[src/rtl/led_seq_ctrl.sv]
// rtl/led_seq_ctrl.sv - command-driven LED pattern sequencer
//
// Steps through up to 16 pattern bits at TICK_HZ and repeats the pattern
// cmd_repeat times (0 = forever). Optional macro: LED_PWM_EN adds a duty
// input and an 8-bit PWM brightness gate on the LED outputs.
//
// Ports:
//   clk_12mhz    in            system clock
//   rst_n        in            synchronous reset, active low
//   cmd_valid    in            command present
//   cmd_ready    out           command can be accepted (IDLE only)
//   cmd_pattern  in  [15:0]    bit k = LED state during step k
//   cmd_len      in  [3:0]     last step index
//   cmd_repeat   in  [7:0]     repetitions, 0 = forever
//   cmd_mask     in  [N_LED]   LEDs driven when the step bit is 1
//   abort        in            stop the running pattern
//   duty         in  [7:0]     PWM duty (LED_PWM_EN only)
//   busy         out           high in RUN and DONE
//   done         out           one-cycle pulse when a finite pattern ends
//   led          out [N_LED]   LED drive, active high
module led_seq_ctrl #(
  parameter int CLK_HZ  = 12000000,
  parameter int TICK_HZ = 10,
  parameter int N_LED   = 5
) (
  input  logic             clk_12mhz,
  input  logic             rst_n,
  input  logic             cmd_valid,
  output logic             cmd_ready,
  input  logic [15:0]      cmd_pattern,
  input  logic [3:0]       cmd_len,
  input  logic [7:0]       cmd_repeat,
  input  logic [N_LED-1:0] cmd_mask,
  input  logic             abort,
`ifdef LED_PWM_EN
  input  logic [7:0]       duty,
`endif
  output logic             busy,
  output logic             done,
  output logic [N_LED-1:0] led
);

  localparam int DIV = CLK_HZ / TICK_HZ;
  localparam int CW  = (DIV >= 2) ? $clog2(DIV) : 1;

  generate
    if (DIV < 2) begin : g_bad_div
      $error("led_seq_ctrl: CLK_HZ/TICK_HZ must be at least 2");
    end
  endgenerate

  typedef enum logic [1:0] {
    S_IDLE = 2'd0,
    S_RUN  = 2'd1,
    S_DONE = 2'd2
  } state_t;

  state_t           state;
  logic [CW-1:0]    tick_cnt;
  logic [15:0]      pat_q;
  logic [3:0]       len_q;
  logic [7:0]       rpt_q;
  logic [N_LED-1:0] mask_q;
  logic [3:0]       step;
  logic [7:0]       rep;
  logic [N_LED-1:0] led_reg;

  logic       tick;
  logic       accept;
  logic [3:0] step_nxt;
  logic [8:0] rep_nxt;
  logic       last_rep;

  assign tick      = (tick_cnt == CW'(DIV - 1));
  assign cmd_ready = (state == S_IDLE);
  assign busy      = (state != S_IDLE);
  assign accept    = cmd_valid && (state == S_IDLE);
  assign step_nxt  = step + 4'd1;
  // 9-bit so rep+1 compares cleanly against a repeat count of 255
  assign rep_nxt   = {1'b0, rep} + 9'd1;
  assign last_rep  = (rpt_q != 8'd0) && (rep_nxt == {1'b0, rpt_q});

  always_ff @(posedge clk_12mhz) begin
    if (!rst_n) begin
      state    <= S_IDLE;
      tick_cnt <= '0;
      pat_q    <= '0;
      len_q    <= '0;
      rpt_q    <= '0;
      mask_q   <= '0;
      step     <= '0;
      rep      <= '0;
      led_reg  <= '0;
      done     <= 1'b0;
    end else begin
      // Clearing on accept makes every step, including the first, DIV cycles long
      if (accept || tick) begin
        tick_cnt <= '0;
      end else begin
        tick_cnt <= tick_cnt + 1'b1;
      end

      done <= 1'b0;

      case (state)
        S_IDLE: begin
          if (cmd_valid) begin
            pat_q   <= cmd_pattern;
            len_q   <= cmd_len;
            rpt_q   <= cmd_repeat;
            mask_q  <= cmd_mask;
            step    <= 4'd0;
            rep     <= 8'd0;
            led_reg <= cmd_pattern[0] ? cmd_mask : '0;
            state   <= S_RUN;
          end
        end
        S_RUN: begin
          // abort takes priority over a tick on the same edge
          if (abort) begin
            led_reg <= '0;
            state   <= S_IDLE;
          end else if (tick) begin
            if (step < len_q) begin
              step    <= step_nxt;
              led_reg <= pat_q[step_nxt] ? mask_q : '0;
            end else if (last_rep) begin
              led_reg <= '0;
              done    <= 1'b1;
              state   <= S_DONE;
            end else begin
              // rep may wrap in forever mode; only its low 8 bits matter there
              step    <= 4'd0;
              rep     <= rep_nxt[7:0];
              led_reg <= pat_q[0] ? mask_q : '0;
            end
          end
        end
        S_DONE: begin
          state <= S_IDLE;
        end
        default: begin
          state <= S_IDLE;
        end
      endcase
    end
  end

`ifdef LED_PWM_EN
  logic [7:0] pwm_cnt;
  logic       pwm_on;

  // Registered compare: over any 256 consecutive cycles pwm_on is high duty times
  always_ff @(posedge clk_12mhz) begin
    if (!rst_n) begin
      pwm_cnt <= 8'd0;
      pwm_on  <= 1'b0;
    end else begin
      pwm_cnt <= pwm_cnt + 8'd1;
      pwm_on  <= (pwm_cnt < duty);
    end
  end

  assign led = led_reg & {N_LED{pwm_on}};
`else
  assign led = led_reg;
`endif

endmodule

[config.mk]
export PLATFORM = sky130hd
export DESIGN_NAME = led_seq_ctrl
export DESIGN_NICKNAME = d
export VERILOG_FILES = /design/src/rtl/led_seq_ctrl.sv
export SDC_FILE = /design/constraint.sdc
export NUM_CORES = 1
export LEC_CHECK = 0
export ABC_AREA = 1
export CAP_MARGIN = 5
export CORE_ASPECT_RATIO = 1.2
export CORE_MARGIN = 3
export CORE_UTILIZATION = 45
export DETAILED_ROUTE_END_ITERATION = 8
export HOLD_SLACK_MARGIN = 0.1
export PLACE_DENSITY = 0.67
export SLEW_MARGIN = 20
export SYNTH_ARGS = -nofsm -noshare
export SYNTH_HDL_FRONTEND = slang
export SYNTH_SLANG_ARGS = --single-unit
[constraint.sdc]
create_clock -name clk_12mhz -period 3.65 [get_ports clk_12mhz]
set_input_delay 0.73 -clock clk_12mhz [delete_from_list [all_inputs] [get_ports clk_12mhz]]
set_output_delay 0.73 -clock clk_12mhz [all_outputs]
set_load 0.02 [all_outputs]
## Word-level counts from Yosys, hierarchy flattened

Cells that the tools add are included.

| storage, ports and cells | value |
|---|---|
| bits in registers | 74 |
| latch bits | 0 |
| bits in writable memories | 0 |
| bits in read-only memories | 0 |
| bits of input ports | 37 |
| memories kept | 0 |

| cells by class | value |
|---|---|
| add/sub/neg operators | 3 |
| multiply operators | 0 |
| div/mod/pow operators | 0 |
| $lt $le $gt $ge | 2 |
| equality and inequality tests | 12 |
| shift-type cells | 0 |
| muxes and demuxes | 30 |
| bitwise logic cells | 3 |
| reductions and logical operators | 14 |

Operators with widths:

| kind | count |
|---|---|
| $mux 5 | 8 |
| $mux 8 | 5 |
| $add 21x1->21 const B | 1 |
| $eq 21x21->1 const B | 1 |
| $mux 4 | 5 |
| $pmux 8 s2 | 1 |
| $ne 3x3->1 const B | 4 |
| $mux 2 | 5 |
| $ne 2x2->1 const B | 5 |
| $pmux 5 s2 | 1 |
| $add 8x1->9 const B | 1 |
| $eq 9x8->1 | 1 |
| $pmux 4 s2 | 1 |
| $reduce_bool 8->1 | 1 |
| $reduce_and 6->1 | 1 |
| $lt 4x5->1 const B | 1 |
| $reduce_and 5->1 | 1 |
| $reduce_or 5->1 | 1 |
| $add 4x1->4 const B | 1 |
| $bmux 1 s4 | 1 |
| $lt 4x4->1 | 1 |
| $pmux 2 s2 | 1 |
| $reduce_and 4->1 | 1 |
| $reduce_bool 2->1 | 2 |
| 9 further kinds | 13 |

## Logic depth before layout (Yosys ltp)

| logic depth | value |
|---|---|
| depth after elaboration | 8 |
| mapped depth | 16 |

## Worst setup path before layout

OpenSTA, ideal clock, no wires.

| path | value |
|---|---|
| path kind | reg2reg |
| start point | reg rep[0] |
| end point | reg rep[4] |
| library setup time | 0.118 ns |
| data arrival time | 1.699 ns |
| data required time | 3.532 ns |
| setup slack | 1.833 ns |
| cell stages (with the launch flop) | 17 |
| period minus slack after synthesis | 1.817 ns |
| path through | dfxtp_1 -> ha_1 -> nand2_1 -> inv_1 -> nand3_1 -> nand2_1 -> nand2_1 -> nand2_1 -> nor2_1 -> nand2_2 -> nor2_4 -> nand3_4 -> nand2_4 -> buf_6 -> nand2_1 -> o21ai_1 -> nor2_1 |

| on the way | value |
|---|---|
| word-level cells in the longest chain between the ends | 6 |

RTL lines:

| what | line | RTL |
|---|---|---|
| start: declaration | 65 | `logic [7:0] rep;` |
| start signal: assignment | 134 | `rep <= rep_nxt[7:0];` |
| $add 8x1->9 (*) | 80 | `assign rep_nxt = {1'b0, rep} + 9'd1;` |
| parallel branches: the longest is 5 deep, another holds $eq 9x8->1 | n/a |  |

Every way passes the cells marked *. The select of a mux whose other input is x is not followed.
A chain may end at the register's enable or synchronous reset.

## Final worst setup path

| path | value |
|---|---|
| start point | reg state[1] |
| end point | out cmd_ready |

| on the way | value |
|---|---|
| word-level cells in the longest chain between the ends | 1 |

RTL lines:

| what | line | RTL |
|---|---|---|
| start: declaration | 58 | `state_t state;` |
| start signal: assignment | 85 | `state <= S_IDLE;` |
| start signal: assignment | 115 | `state <= S_RUN;` |
| start signal: assignment | 122 | `state <= S_IDLE;` |
| $logic_not 2->1 | 75 | `assign cmd_ready = (state == S_IDLE);` |
| end: declaration | 29 | `output logic cmd_ready,` |

Every way passes these cells.

==> results.yml <==
die:
  core-area_sq_um: 7930
  die_area_sq_um: 9520
  row_count: 35
  die_height_um: 106
  top_level_ports: 45
  dieWidth_um: 89.6
  initial_core_util_pct: 47.6
placed_design:
  place.gp.congestion: 0.894
  portBuffers: 44
  place_worst_setup_slack_ps: 1210
  place_hpwl_um: 6170
  numPlacedInstances: 687
status:
  status: "complete, no violations"
global_routing:
  grtUsageTotal_pct: 18.9
  grt_pass1_wl_um: 14300
  antenna_found_initial: 0
  grt_max_degree: 58
  grt_pass1_vias: 3398
  aggregate_global_routing_overflow: 0
layout:
  mostFrequentLayoutCell: "sky130_fd_sc_hd__nand2_1"
  most-common-layout-cells: "sky130_fd_sc_hd__nand2_1, sky130_fd_sc_hd__nor2_1, sky130_fd_sc_hd__dfxtp_1"
  number_of_flip_flops_under_the_largest_register_name: 21
  layout.filler_cells: 779
  area_used_by_multi_input_combinational_logic_sq_um: 1960
  finish.cell_count_without_fillers: 703
  top_regs: "tick_cnt x21, pat_q x16"
  nNetsFinal: 630
  area.sequential_sq_um: 1480
  antenna_cells_inserted: 0
  largest_register: "tick_cnt"
  drive_above_1_share_pct: 7.26
  layout-area-overhead-vs-synth_pct: 19.9
setup_path:
  timing.setup.critical_path_class: "reg -> out"
  critical_path.startpoint: "state[1]$_SDFFE_PN0P_"
  cpLargestDelayFamily: "buffers and inverters"
  setup.worst_path.end_class: "primary output"
  timing.rr.start: "step[0]$_SDFFE_PN0P_"
  setup.worst_path.start_class: "register"
  worst_path_largest_cell_delay_ps: 670
  ff2ff_path_depth: 9
  cp.required_ps: 2920
  cp_cell_sequence: "nor2_1 > clkdlybuf4s50_1"
  cp.buffers_inverters: 1
  critical_path_arrival_ps: 1600
  critical_path.slowest_cell: "sky130_fd_sc_hd__clkdlybuf4s50_1"
  critical_path_depth: 2
  largest_fanout_of_any_net_on_the_critical_path: 3
min_path:
  hold-path-cell-count: 1
  min_path_type: "reg -> reg"
  worst_hold_start: "tick_cnt[0]$_SDFF_PP0_"
clock_network:
  cts_tree: "done"
  number_of_sinks_on_the_clock_net: 74
  cts_inserted_buffers: 9
  ctsResizeCount: 0
  clock_tree.htree_level_count: 3
  cts_buffer_depth: 2
  insertion_delay_ps: 350
  cts-root-buf: "sky130_fd_sc_hd__clkbuf_8"
  clk_pin_slew_worst_paths_ps: 70
  holdBufCountCts: 0
  cts_setup_buffers: 0
synthesis:
  largest_family_of_logic_cells_by_synthesized_area: "simple AND/OR/NAND/NOR gates"
  yosysSeqAreaShare_pct: 39.3
  netlist.top_cell.by_area: "sky130_fd_sc_hd__dfxtp_1"
  post_synth_main_area_contributors: "sky130_fd_sc_hd__dfxtp_1, sky130_fd_sc_hd__nand2_1, sky130_fd_sc_hd__nor2_1, sky130_fd_sc_hd__inv_1, sky130_fd_sc_hd__a21oi_1"
  synth_simple_gate_area_share_pct: 32.4
  syn-instance-count: 547
  post_synth_xor_area_fraction_pct: 2.09
  ys_seq_elements: 74
  synth_top_area_share_pct: 39.3
  synth_fp_nets: 590
  mappedNetlistArea_sq_um: 3770
  synthesis.yosys.warnings: 0
  synth_compound_gate_area_share_pct: 15.5
  synth-adder-area-share_pct: 1.99
  synth_cell_types: 35
  synth_mux_area_share_pct: 0
  avgSynthCellArea_sq_um: 6.89
timing:
  min_period_over_period_pct: 63.9
  maximum_clock_frequency_ghz: 0.429
  slew_limit_fails: 0
  hold_viol_final: 0
  slew_headroom_pct: 64.2
  finalWorstPathRequiredPeriod_ps: 2330
  post-route-worst-setup-slack_ps: 1320
  holdWs_ps: 450
  setup_viol: 0
  unrepaired_setup_endpoints_after_global_routing: "false"
  tns_ps: 0
  worstMarginPinSlew_ps: 536
  clock-skew-final_ps: 9.68
pwr:
  irDropWorstVdd_mv: 0.262
  total_power_uw: 1890
  cellLeakagePower_uw: 0.00177
  powerDensity_nw_per_um2: 419
route:
  drt-total-wl_um: 8460
  initial_drc_count: 108
  vias: 3463
  routed_wire_length_per_instance_um: 12.0
  final_antenna_net_count: 0
  first_pass_iters: 5
  drc: 0
  drt-vias-per-instance: 4.93
job:
  drv.max_cap_violation_count: 0
-- where the power goes --
| group | internal [uW] | switching (uW) |
|---|---|---|
| combinational | 126 | 180 |
| sequential | 854 | 29.1 |
| clock | 404 | 301 |
-- routing by layer --
metal  GRT usage, %  routed length [um]  up-vias
li1               -                   -     1866
met5              0                   0        -
met2           33.1                4160       56
met4           7.02                 148        0
met3           4.57                 276       14
met1           21.7                3880     1527
-- stage by stage --
stage	utilization [%]	area, sq um
2_1_floorplan	-	3770
3_3_place_gp	54.3	4300
3_5_place_dp	54.3	4300
4_1_cts	57.0	4520
5_1_grt	57.0	4520
6_report	57.0	4520
-- worst paths after layout --
kind	to	slack (ps)
worst max register to register	rep[2]$_SDFFE_PN0P_	1460
worst min register to register	tick_cnt[0]$_SDFF_PP0_	450
worst min-delay path	tick_cnt[0]$_SDFF_PP0_	450
worst max-delay path	cmd_ready	1320
-- final cells by class --
class / count / area share (%)
clock inverter: 4 / 1.66
timing repair buffer: 48 / 10.4
tap: 111 / 3.07
inverter: 66 / 5.48
multi-input combinational: 388 / 43.4
sequential: 74 / 32.8
clock buffer: 12 / 3.21
-- cell families (layout without fill, tap and decap cells) --
kind of cell	count (synthesis)	in the layout
AOI/OAI and AO/OA	109	109
xor gates and xnor gates	9	9
adders and majority gates	6	6
buffers and inverters	85	130
DFF	74	74
and+or+nand+nor	264	264
-- Yosys cell counts --
| library cell | instances |
|---|---|
| sky130_fd_sc_hd__clkinv_1 | 1 |
| sky130_fd_sc_hd__nand3_2 | 4 |
| sky130_fd_sc_hd__inv_1 | 63 |
| sky130_fd_sc_hd__o211ai_1 | 5 |
| sky130_fd_sc_hd__buf_2 | 1 |
| sky130_fd_sc_hd__xor2_1 | 6 |
| sky130_fd_sc_hd__inv_2 | 2 |
| sky130_fd_sc_hd__o21ai_0 | 46 |
| sky130_fd_sc_hd__clkbuf_1 | 17 |
| sky130_fd_sc_hd__buf_6 | 1 |
| sky130_fd_sc_hd__ha_1 | 6 |
| sky130_fd_sc_hd__o21bai_1 | 4 |
| sky130_fd_sc_hd__a21boi_0 | 1 |
| sky130_fd_sc_hd__nand3b_1 | 2 |
| sky130_fd_sc_hd__or3_1 | 1 |
| sky130_fd_sc_hd__nor2_4 | 5 |
| sky130_fd_sc_hd__nand2_1 | 94 |
| sky130_fd_sc_hd__nor2_1 | 89 |
| sky130_fd_sc_hd__or2_2 | 2 |
| sky130_fd_sc_hd__a21oi_2 | 1 |
| sky130_fd_sc_hd__nand2_4 | 1 |
| sky130_fd_sc_hd__a21oi_1 | 47 |
| sky130_fd_sc_hd__nand2_2 | 3 |
| sky130_fd_sc_hd__nor3_1 | 5 |
| sky130_fd_sc_hd__nor2_2 | 2 |
| sky130_fd_sc_hd__dfxtp_1 | 74 |
| sky130_fd_sc_hd__nand4_1 | 11 |
| sky130_fd_sc_hd__a21oi_4 | 1 |
| sky130_fd_sc_hd__nor3_2 | 2 |
| sky130_fd_sc_hd__nand3_1 | 31 |
| sky130_fd_sc_hd__nor4_1 | 6 |
| sky130_fd_sc_hd__nand3_4 | 1 |
| sky130_fd_sc_hd__o21ai_1 | 4 |
| sky130_fd_sc_hd__nor3b_1 | 5 |
| sky130_fd_sc_hd__xnor2_1 | 3 |
Power figures use the tool's default switching activity.
